[src/rtl/io_btn_debounce.sv]
// Push-button conditioner: 2-flop sync, consecutive-cycle debounce, press pulse.
// Define IO_BTN_REPEAT_EN to re-fire the press pulse while a button is held.
module io_btn_debounce #(
    parameter int NUM_BTN         = 4,
    parameter int DEBOUNCE_CYCLES = 1_000_000,
    parameter int REPEAT_DELAY    = 25_000_000,
    parameter int REPEAT_PERIOD   = 5_000_000
) (
    input  logic               i_clk,
    input  logic               i_rst_n,
    input  logic [NUM_BTN-1:0] i_btn_raw,
    output logic [NUM_BTN-1:0] o_btn,
    output logic [NUM_BTN-1:0] o_btn_press
);

    localparam int              CNT_W   = $clog2(DEBOUNCE_CYCLES + 1);
    localparam logic [CNT_W-1:0] CNT_MAX = CNT_W'(DEBOUNCE_CYCLES - 1);

    logic [NUM_BTN-1:0] s1_q, s2_q;
    logic [NUM_BTN-1:0] st_q, st_d;
    logic [NUM_BTN-1:0] press_q, press_d;
    logic [NUM_BTN-1:0] pressed;
    logic [NUM_BTN-1:0] rise;
    logic [CNT_W-1:0]   cnt_q [NUM_BTN];
    logic [CNT_W-1:0]   cnt_d [NUM_BTN];

    assign pressed = ~s2_q;

    always_comb begin
        st_d = st_q;
        for (int i = 0; i < NUM_BTN; i++) begin
            cnt_d[i] = '0;
            if (pressed[i] != st_q[i]) begin
                if (cnt_q[i] == CNT_MAX) begin
                    st_d[i] = pressed[i];
                end else begin
                    cnt_d[i] = cnt_q[i] + 1'b1;
                end
            end
        end
    end

    assign rise = st_d & ~st_q;

`ifdef IO_BTN_REPEAT_EN
    localparam int RPT_SPAN = (REPEAT_DELAY > REPEAT_PERIOD) ? REPEAT_DELAY : REPEAT_PERIOD;
    localparam int RCNT_W   = $clog2(RPT_SPAN + 1);
    localparam logic [RCNT_W-1:0] DLY_LAST = RCNT_W'(REPEAT_DELAY - 1);
    localparam logic [RCNT_W-1:0] PER_LAST = RCNT_W'(REPEAT_PERIOD - 1);

    logic [RCNT_W-1:0]  rcnt_q [NUM_BTN];
    logic [RCNT_W-1:0]  rcnt_d [NUM_BTN];
    logic [NUM_BTN-1:0] rep_q, rep_d;

    // rep_q marks a channel past its first repeat; it then fires every REPEAT_PERIOD.
    always_comb begin
        press_d = rise;
        rep_d   = rep_q;
        for (int i = 0; i < NUM_BTN; i++) begin
            rcnt_d[i] = '0;
            if (st_q[i] && st_d[i]) begin
                if (rcnt_q[i] == (rep_q[i] ? PER_LAST : DLY_LAST)) begin
                    press_d[i] = 1'b1;
                    rep_d[i]   = 1'b1;
                end else begin
                    rcnt_d[i] = rcnt_q[i] + 1'b1;
                end
            end else begin
                rep_d[i] = 1'b0;
            end
        end
    end

    always_ff @(posedge i_clk) begin
        if (!i_rst_n) begin
            rep_q <= '0;
            for (int i = 0; i < NUM_BTN; i++) begin
                rcnt_q[i] <= '0;
            end
        end else begin
            rep_q <= rep_d;
            for (int i = 0; i < NUM_BTN; i++) begin
                rcnt_q[i] <= rcnt_d[i];
            end
        end
    end
`else
    logic unused_cfg;

    assign press_d    = rise;
    assign unused_cfg = (REPEAT_DELAY > 0) ^ (REPEAT_PERIOD > 0);
`endif

    always_ff @(posedge i_clk) begin
        if (!i_rst_n) begin
            s1_q    <= '1;
            s2_q    <= '1;
            st_q    <= '0;
            press_q <= '0;
            for (int i = 0; i < NUM_BTN; i++) begin
                cnt_q[i] <= '0;
            end
        end else begin
            s1_q    <= i_btn_raw;
            s2_q    <= s1_q;
            st_q    <= st_d;
            press_q <= press_d;
            for (int i = 0; i < NUM_BTN; i++) begin
                cnt_q[i] <= cnt_d[i];
            end
        end
    end

    assign o_btn       = st_q;
    assign o_btn_press = press_q;

endmodule

[config.mk]
export PLATFORM = sky130hd
export DESIGN_NAME = io_btn_debounce
export DESIGN_NICKNAME = d
export VERILOG_FILES = /design/src/rtl/io_btn_debounce.sv
export SDC_FILE = /design/constraint.sdc
export NUM_CORES = 1
export LEC_CHECK = 0
export CORE_MARGIN = 3
export CORE_UTILIZATION = 68
export CTS_BUF_LIST = sky130_fd_sc_hd__clkbuf_4
export DETAILED_ROUTE_END_ITERATION = 6
export GPL_TIMING_DRIVEN = 0
export PLACE_DENSITY = 0.95
export SETUP_SLACK_MARGIN = 0.4
export SYNTH_ARGS = -nofsm -noshare
export SYNTH_HDL_FRONTEND = slang
export SYNTH_SLANG_ARGS = --single-unit
[constraint.sdc]
create_clock -name i_clk -period 4.15 [get_ports i_clk]
set_input_delay 0.83 -clock i_clk [delete_from_list [all_inputs] [get_ports i_clk]]
set_output_delay 0.83 -clock i_clk [all_outputs]
set_load 0.005 [all_outputs]
# Word level (Yosys, flattened, before mapping)
# Memory sizes are Yosys's and may differ from the RTL's.
# Cells that the tools add are included.
# word_totals
memories	1
reg_bits	16
in_bits	6
mem_bits_rw	80
output_inout_bits	8
word_cells	46
# mem_list
memory	depth	width	read_ports	rd_ports_with_merged_regs	write_ports	line_no	source
cnt_q	4	20	4	0	4	24	logic [CNT_W-1:0] cnt_q [NUM_BTN];
# op_classes
addsub	4
n_eq_ne	8
bitwise	7
n_mux	22
# ops
cell	n
$mux W20	12
$add A20 B1 Y20 const B	4
$eq A20 B20 Y1 const B	4
$mux W1	10
$not A4 Y4	2
$and A4 B4 Y4	1
$ne A1 B1 Y1	4
$or A1 B1 Y1	4

# Logic depth before layout (Yosys ltp)
# Gate-level depths: netlist (run 1).
# An unclocked memory read counts as a cell.
# depth
word_depth	5
depth_mapped	7
depth_no_buf	5

# Worst setup path before layout (run 1)
# No wires, ideal clock.
# synth_path
kind	register to register
from	mem cnt_q[2][0] (netlist bit)
to	mem cnt_q[2][10] (netlist bit)
t_required_ns	4.035
arrival_ns	1.733
path_slack_ns	2.302
stages_incl_launch_ff	8
synth_period_minus_slack_ns	1.848
setup_ns	0.115
path_buffers	2
path_cell_list	dfxtp_1 ha_1 nand3_2 or2_2 clkbuf_1 o211ai_2 buf_4 nor2_1
# synth_lines
element	line_no
start: declaration	24

# Final worst setup path (run 1)
# layout_path
from	reg st_q[0], in the netlist o_btn[0]
to	out o_btn[0]
# layout_lines
element	line_no	source
start: declaration	20	logic [NUM_BTN-1:0] st_q, st_d;
start signal: assignment	106	st_q <= st_d;
end: declaration	12	output logic [NUM_BTN-1:0] o_btn,
# No word-level cell between the ends.

==> metrics.csv, run 1 <==
stage,metric,value,unit
cts,cts_resized,0,
timing,rsz0062_at_grt,false,
layout,final_cells,575,
logic_synthesis,ys_seq_elements,96,
min_path,hold_path_class,register to register,
logic_synthesis,syn_inst,472,
cts,cts.sinks,96,
grt,grtUsageTotal,24.7,%
timing,drv_slew,0,
cts,cts_max_path_buffers,2,
layout,utilization,77.3,%
floorplanning,start_util,70.8,%
logic_synthesis,synth_area_per_cell,8.94,um^2
grt,grt_pass1_wl,14700,um
floorplanning,die_height,84.8,um
power_and_ir_drop,p_leak,1.38,nW
cts,tritoncts,done,
timing,relSlewSlack,57.3,%
detailed_routing,ant_nets,0,
place,routabilityCongestion,0.894,
timing,hold_viol,0,
grt,grt_max_degree,18,
logic_synthesis,ys_types,42,
grt,grt_pass1_vias,3327,
timing,tightest_slew,634,ps
timing,tns,0,ps
detailed_routing,viasPerCell,6.04,
layout,final_common_cell,dfxtp_1,
setup_path,cp_max_fo,4,
setup_path,arrival,1420,ps
power_and_ir_drop,power_density,332,mW/mm^2
timing,fmax,0.445,GHz
logic_synthesis,synth_ff_type,dfxtp_1,
floorplanning,die_w,84.8,um
timing,hold_slack,429,ps
setup_path,crit_family,buffers and inverters,
detailed_routing,drc,0,
logic_synthesis,syn_area,0.00422,mm^2
grt,grt_antenna_before_repair,0,
setup_path,start_kind,register,
layout,area_growth,9.11,%
flow_run,drv_cap,0,
detailed_routing,routed_wirelength,8260,um
cts,post_cts_buffers,0,
cts,root_buffer,clkbuf_4,
detailed_routing,first_pass_iters,4,
logic_synthesis,syn_nets,482,
setup_path,required,3320,ps
layout,layout.nets,505,
setup_path,end_kind,primary output,
timing,finalCriticalPeriod,2250,ps
place,placed_cells,559,
outcome,status,"finished, final reports clean",
setup_path,r2r_slack,1980,ps
setup_path,cpPeakStageDelay,530,ps
setup_path,crit_slowest_cell,clkdlybuf4s50_1,
detailed_routing,drt_first_iter_violations,145,
cts,htree_levels,3,
grt,overflow,0,
setup_path,crit_chain,clkdlybuf4s50_1,
logic_synthesis,synth_edf_count,0,
logic_synthesis,ys_seq_area_share,45.6,%
detailed_routing,avgRoutedWirePerCell,14.4,um
timing,fin_skew,18.0,ps
logic_synthesis,ys.warnings.count,0,
timing,setup_violations,0,
setup_path,path_buf_inv,1,
power_and_ir_drop,power,1.53,mW
power_and_ir_drop,ir_worst_vdd,0.317,mV
floorplanning,num_rows,28,
floorplanning,dieArea,0.00718,mm^2
detailed_routing,vias,3475,
floorplanning,core,0.00596,mm^2
cts,clk_pin_slew_worst_paths,150,ps
place,io_buffer_count,12,
cts,cts_inserted_buffers,9,
place,dpl.hpwl,5620,um
cts,clock_latency,450,ps
cts,cts_hold_buf,0,
logic_synthesis,async_reset_ff_share,0,%
layout,antenna_cells,0,
layout,mostFrequentLayoutCells,"dfxtp_1, nor2_1, xnor2_1",
floorplanning,ios,14,
setup_path,critPathKind,register to primary output,
layout,drive_gt1_share,7.40,%
timing,layout_worst_path_cycle_share,54.1,%
-- sequential cells by signal, indices dropped and copies added (netlist names) --
| name | count |
|---|---|
| o_btn_press | 4 |
| s2_q | 4 |
| cnt_q | 80 |
| s1_q | 4 |
| o_btn | 4 |
-- kinds of logic (layout without fill, tap and decap cells) --
group	Yosys count	count (layout)	share of synthesized area, %
xor gates and xnor gates	58	58	12.0
AOI/OAI and AO/OA	48	48	6.97
buffers and inverters	27	55	2.67
adders and majority gates	4	4	1.19
DFF	96	96	45.6
and+or+nand+nor	239	239	31.6
-- path summary, 6_finish.rpt --
kind,startpoint,end,cells past startpoint
worst max register to register,cnt_q[2][0],cnt_q[2][1],7
worst max-delay path,o_btn[0],o_btn[0],1
worst min-delay path,s1_q[1],s2_q[1],1
worst min register to register,s1_q[1],s2_q[1],1
-- power by group --
part	internal (mW)	switching (mW)
Combinational	0.00966	0.0133
Sequential	0.927	0.00286
Clock	0.250	0.326
-- per-layer routing --
layer  part of all wire, %  track usage (%)
met1                    44             31.4
met2                    48             40.2
met5                     0                0
met3                   4.1             3.63
met4                   3.6             13.8
-- cell usage after synthesis (2+ instances only) --
cell | count | share of area [%]
nand4_2 | 3 | 0.89
inv_1 | 16 | 1.4
or3_1 | 19 | 2.8
a31o_2 | 3 | 0.62
nand4_4 | 2 | 1.0
buf_4 | 2 | 0.36
nor4_1 | 18 | 2.7
nor2_1 | 64 | 5.7
and3_1 | 8 | 1.2
xnor2_1 | 40 | 8.3
clkbuf_1 | 6 | 0.53
and2_1 | 4 | 0.59
ha_1 | 4 | 1.2
dfxtp_1 | 96 | 46
or4_4 | 2 | 0.53
o21ai_0 | 16 | 1.9
nor4b_1 | 6 | 1.2
nand2_1 | 26 | 2.3
nand3_1 | 24 | 2.8
xor2_1 | 18 | 3.7
nand4_1 | 22 | 3.3
nor3b_1 | 4 | 0.71
o211ai_1 | 2 | 0.36
nand2b_1 | 8 | 1.2
nor3_1 | 14 | 1.7
or2_2 | 2 | 0.30
nand4b_1 | 2 | 0.42
and4_1 | 6 | 1.2
buf_2 | 2 | 0.24
a21oi_1 | 21 | 2.5
-- final cells by class --
cell class	instances	area, um^2
multi-input combinational	349	2180
sequential	96	1920
fill	405	1350
timing repair buffer	12	120
clock inverter	7	103
tap	75	93.8
clock buffer	9	67.6
inverter	16	60.1
buffer	11	52.6
-- through the flow --
stage | cell area, um^2 | worst slack (ps)
after floorplan | 4220 | 2300
after global placement | 4430 | 2060
after detailed placement | 4430 | 2000
after CTS | 4600 | 1880
after global routing | 4600 | 1770
final | 4600 | 1900
Power figures use the tool's default switching activity.
==> run 2: changes to the inputs <==
--- a/config.mk
+++ b/config.mk
@@ -6,11 +6,11 @@
 export NUM_CORES = 1
 export LEC_CHECK = 0
 export CORE_MARGIN = 3
-export CORE_UTILIZATION = 68
+export CORE_UTILIZATION = 57
 export CTS_BUF_LIST = sky130_fd_sc_hd__clkbuf_4
 export DETAILED_ROUTE_END_ITERATION = 6
 export GPL_TIMING_DRIVEN = 0
-export PLACE_DENSITY = 0.95
+export PLACE_DENSITY = 0.89
 export SETUP_SLACK_MARGIN = 0.4
 export SYNTH_ARGS = -nofsm -noshare
 export SYNTH_HDL_FRONTEND = slang
==> constraint.sdc (replaced) <==
create_clock -name i_clk -period 1.9 [get_ports i_clk]
set_input_delay 0.38 -clock i_clk [delete_from_list [all_inputs] [get_ports i_clk]]
set_output_delay 0.38 -clock i_clk [all_outputs]
set_load 0.005 [all_outputs]
==> run 2 against run 1 <==
Against the previous run:
- count of clock-buffer cells in the layout is the same
- first-iteration DRC count grew 130%
- clock power up 98%
- largest power group unchanged
- final area increased by 31%
- critical path depth is 6 higher
- critical path type is now register to register
- via count increased by 26%
- sequential share of layout area is 7.2 points lower
- highest routed layer unchanged
- sequential cell count unchanged
- die area rose by 18%
==> metrics.csv, run 2 (synthesized netlist as in run 1, its figures left out) <==
stage,metric,value,unit
setup_path,r2r_start,cnt_q[1][7],
setup_path,crit_slowest_cell,dfxtp_2,
detailed_routing,viasPerCell,6.57,
timing,drv_slew,0,
floorplanning,start_util,60.4,%
detailed_routing,routed_wirelength,14900,um
floorplanning,core,0.00698,mm^2
setup_path,end_kind,register,
cts,cts_inserted_buffers,9,
timing,hold_viol,0,
outcome,status,"finished, final reports clean",
place,postPlaceCellArea,0.00464,mm^2
setup_path,crit_chain,buf_8 > nor4b_4 > nand4_1 > o211ai_1 > buf_4 > buf_8 > a21oi_2,
grt,grt_antenna_before_repair,0,
power_and_ir_drop,power_density,538,mW/mm^2
power_and_ir_drop,ir_worst_vdd,0.630,mV
cts,cts.sinks,96,
setup_path,critPathKind,register to register,
grt,grt_pass1_vias,4174,
detailed_routing,ant_nets,0,
power_and_ir_drop,seqPwrFrac,61.5,%
timing,fmax,0.542,GHz
layout,fillerInstances,304,
setup_path,crit_start,cnt_q[1][7],
grt,grtUsageTotal,28.9,%
setup_path,required,2230,ps
setup_path,endpoint,cnt_q[1][15],
layout,mostFrequentLayoutCells,"buf_4, nor2_2, xnor2_1",
power_and_ir_drop,p_clk_share,35.3,%
min_path,hold_path_class,input pin to register,
cts,htree_levels,3,
grt,overflow,0,
cts,cts_hold_buf,0,
setup_path,crit_family,simple AND/OR/NAND/NOR gates,
place,io_buffer_count,12,
setup_path,path_buf_inv,3,
timing,setup_violations,0,
detailed_routing,drt_first_iter_violations,339,
cts,tritoncts,done,
place,routabilityCongestion,0.852,
power_and_ir_drop,comb_power_share,3.3,%
power_and_ir_drop,swShare,24.7,%
layout,design_area,0.00601,mm^2
floorplanning,die_height,92.0,um
floorplanning,num_rows,30,
detailed_routing,first_pass_iters,6,
layout,largest-register,cnt_q,
timing,tightest_slew,527,ps
setup_path,cpPeakStageDelay,350,ps
detailed_routing,drc,0,
power_and_ir_drop,p_leak,1.97,nW
layout,area_growth,42.5,%
floorplanning,ios,14,
cts,clock_latency,470,ps
layout,antenna_cells,0,
setup_path,arrival,2180,ps
grt,grt_max_degree,17,
power_and_ir_drop,switchingPower,0.799,mW
setup_path,start_kind,register,
layout,utilization,86.1,%
setup_path,crit_top_cell,buf_8,
setup_path,cp_max_fo,5,
power_and_ir_drop,internal_power,2.43,mW
layout,final_common_cell,buf_4,
timing,rsz0062_at_grt,true,
cts,root_buffer,clkbuf_4,
detailed_routing,vias,4389,
timing,layout_worst_path_cycle_share,97.0,%
flow_run,drv_cap,0,
grt,grt_pass1_wl,19700,um
floorplanning,die_w,92.0,um
detailed_routing,avgRoutedWirePerCell,22.2,um
layout,drive_gt1_share,47.2,%
timing,finalCriticalPeriod,1840,ps
setup_path,rr_endpoint,cnt_q[1][15],
floorplanning,dieArea,0.00847,mm^2
timing,fin_skew,34.1,ps
cts,clk_pin_slew_worst_paths,150,ps
layout,layout.nets,578,
place,dpl.hpwl,5860,um
cts,cts_max_path_buffers,2,
setup_path,worst_r2r_path_depth,7,
layout,largest_reg_flops,80,
setup_path,r2r_slack,60,ps
setup_path,crit_cells,7,
timing,relSlewSlack,64.4,%
run 2: cell count changes in the layout (fill, tap and decap cells not counted), sizes merged:
cell,before,now
clkinvlp,3,1
clkdlybuf4s15,0,3
clkinv,0,1
clkbuf,16,12
buf,4,81
dlygate4sd2,0,5
bufinv,2,1
clkdlybuf4s50,12,4
inv,18,19
run 2: layer usage:
| metal | vias up | part of all wire, % | global-route usage (%) |
|---|---|---|---|
| li1 | 1868 | - | - |
| met1 | 2087 | 36 | 33.0 |
| met2 | 332 | 49 | 51.8 |
| met3 | 102 | 8.5 | 6.07 |
| met4 | 0 | 6.6 | 12.3 |
| met5 | - | 0 | 0 |
run 2: power groups by stage:
| stage | Clock [mW] | Combinational [mW] | Sequential (mW) |
|---|---|---|---|
| CTS | 1.13 | 0.0789 | 1.99 |
| global placement | 0 | 0.0510 | 2.07 |
| global route | 1.22 | 0.110 | 1.99 |
| floorplan | 0 | 0.0350 | 2.07 |
| finish | 1.14 | 0.106 | 1.99 |
| detailed placement | 0 | 0.0526 | 2.07 |
run 2: worst min path at each step:
stage	slack [ps]	startpoint	depth (start not counted)	end
finish	440	i_rst_n	3	cnt_q[3][5]
global route	410	i_rst_n	3	cnt_q[3][5]
CTS	370	i_rst_n	3	cnt_q[3][5]
detailed placement	390	s1_q[3]	1	s2_q[3]
global placement	400	s1_q[3]	1	s2_q[3]
floorplan	390	s1_q[0]	1	s2_q[0]
run 2: final cells by class:
cell class	instances	area, um^2	area share, %
Multi-Input combinational cell	349	2730	45.5
Clock buffer	9	67.6	1.12
Inverter	16	60.1	1.00
Timing Repair Buffer	85	754	12.6
Buffer	11	126	2.10
Clock inverter	6	67.6	1.12
Sequential cell	96	2080	34.6
Tap cell	96	120	2.00
run 2: timing repair:
action,4_1_cts,5_1_grt
gates resized for setup,131,88
pin swaps,55,24
setup endpoints to repair,90,86
gates cloned,5,0
setup buffers,49,19
run 2: worst register-to-register path: stages, from the launching register on:
cell	delay (ps)
dfxtp_2	350
buf_8	110
nor4b_4	350
nand4_1	230
o211ai_1	280
buf_4	220
buf_8	140
a21oi_2	40
run 2: stage by stage:
step	hold slack [ps]	cells	setup TNS, ps	setup WS [ps]	power [mW]
final	436	668	0	56.1	3.23
after global placement	397	580	0	28.4	2.12
after CTS	369	649	0	260	3.19
after detailed placement	395	580	-99.5	-15.8	2.13
after floorplan	386	472	0	354	2.11
after global routing	406	668	0	34.1	3.32
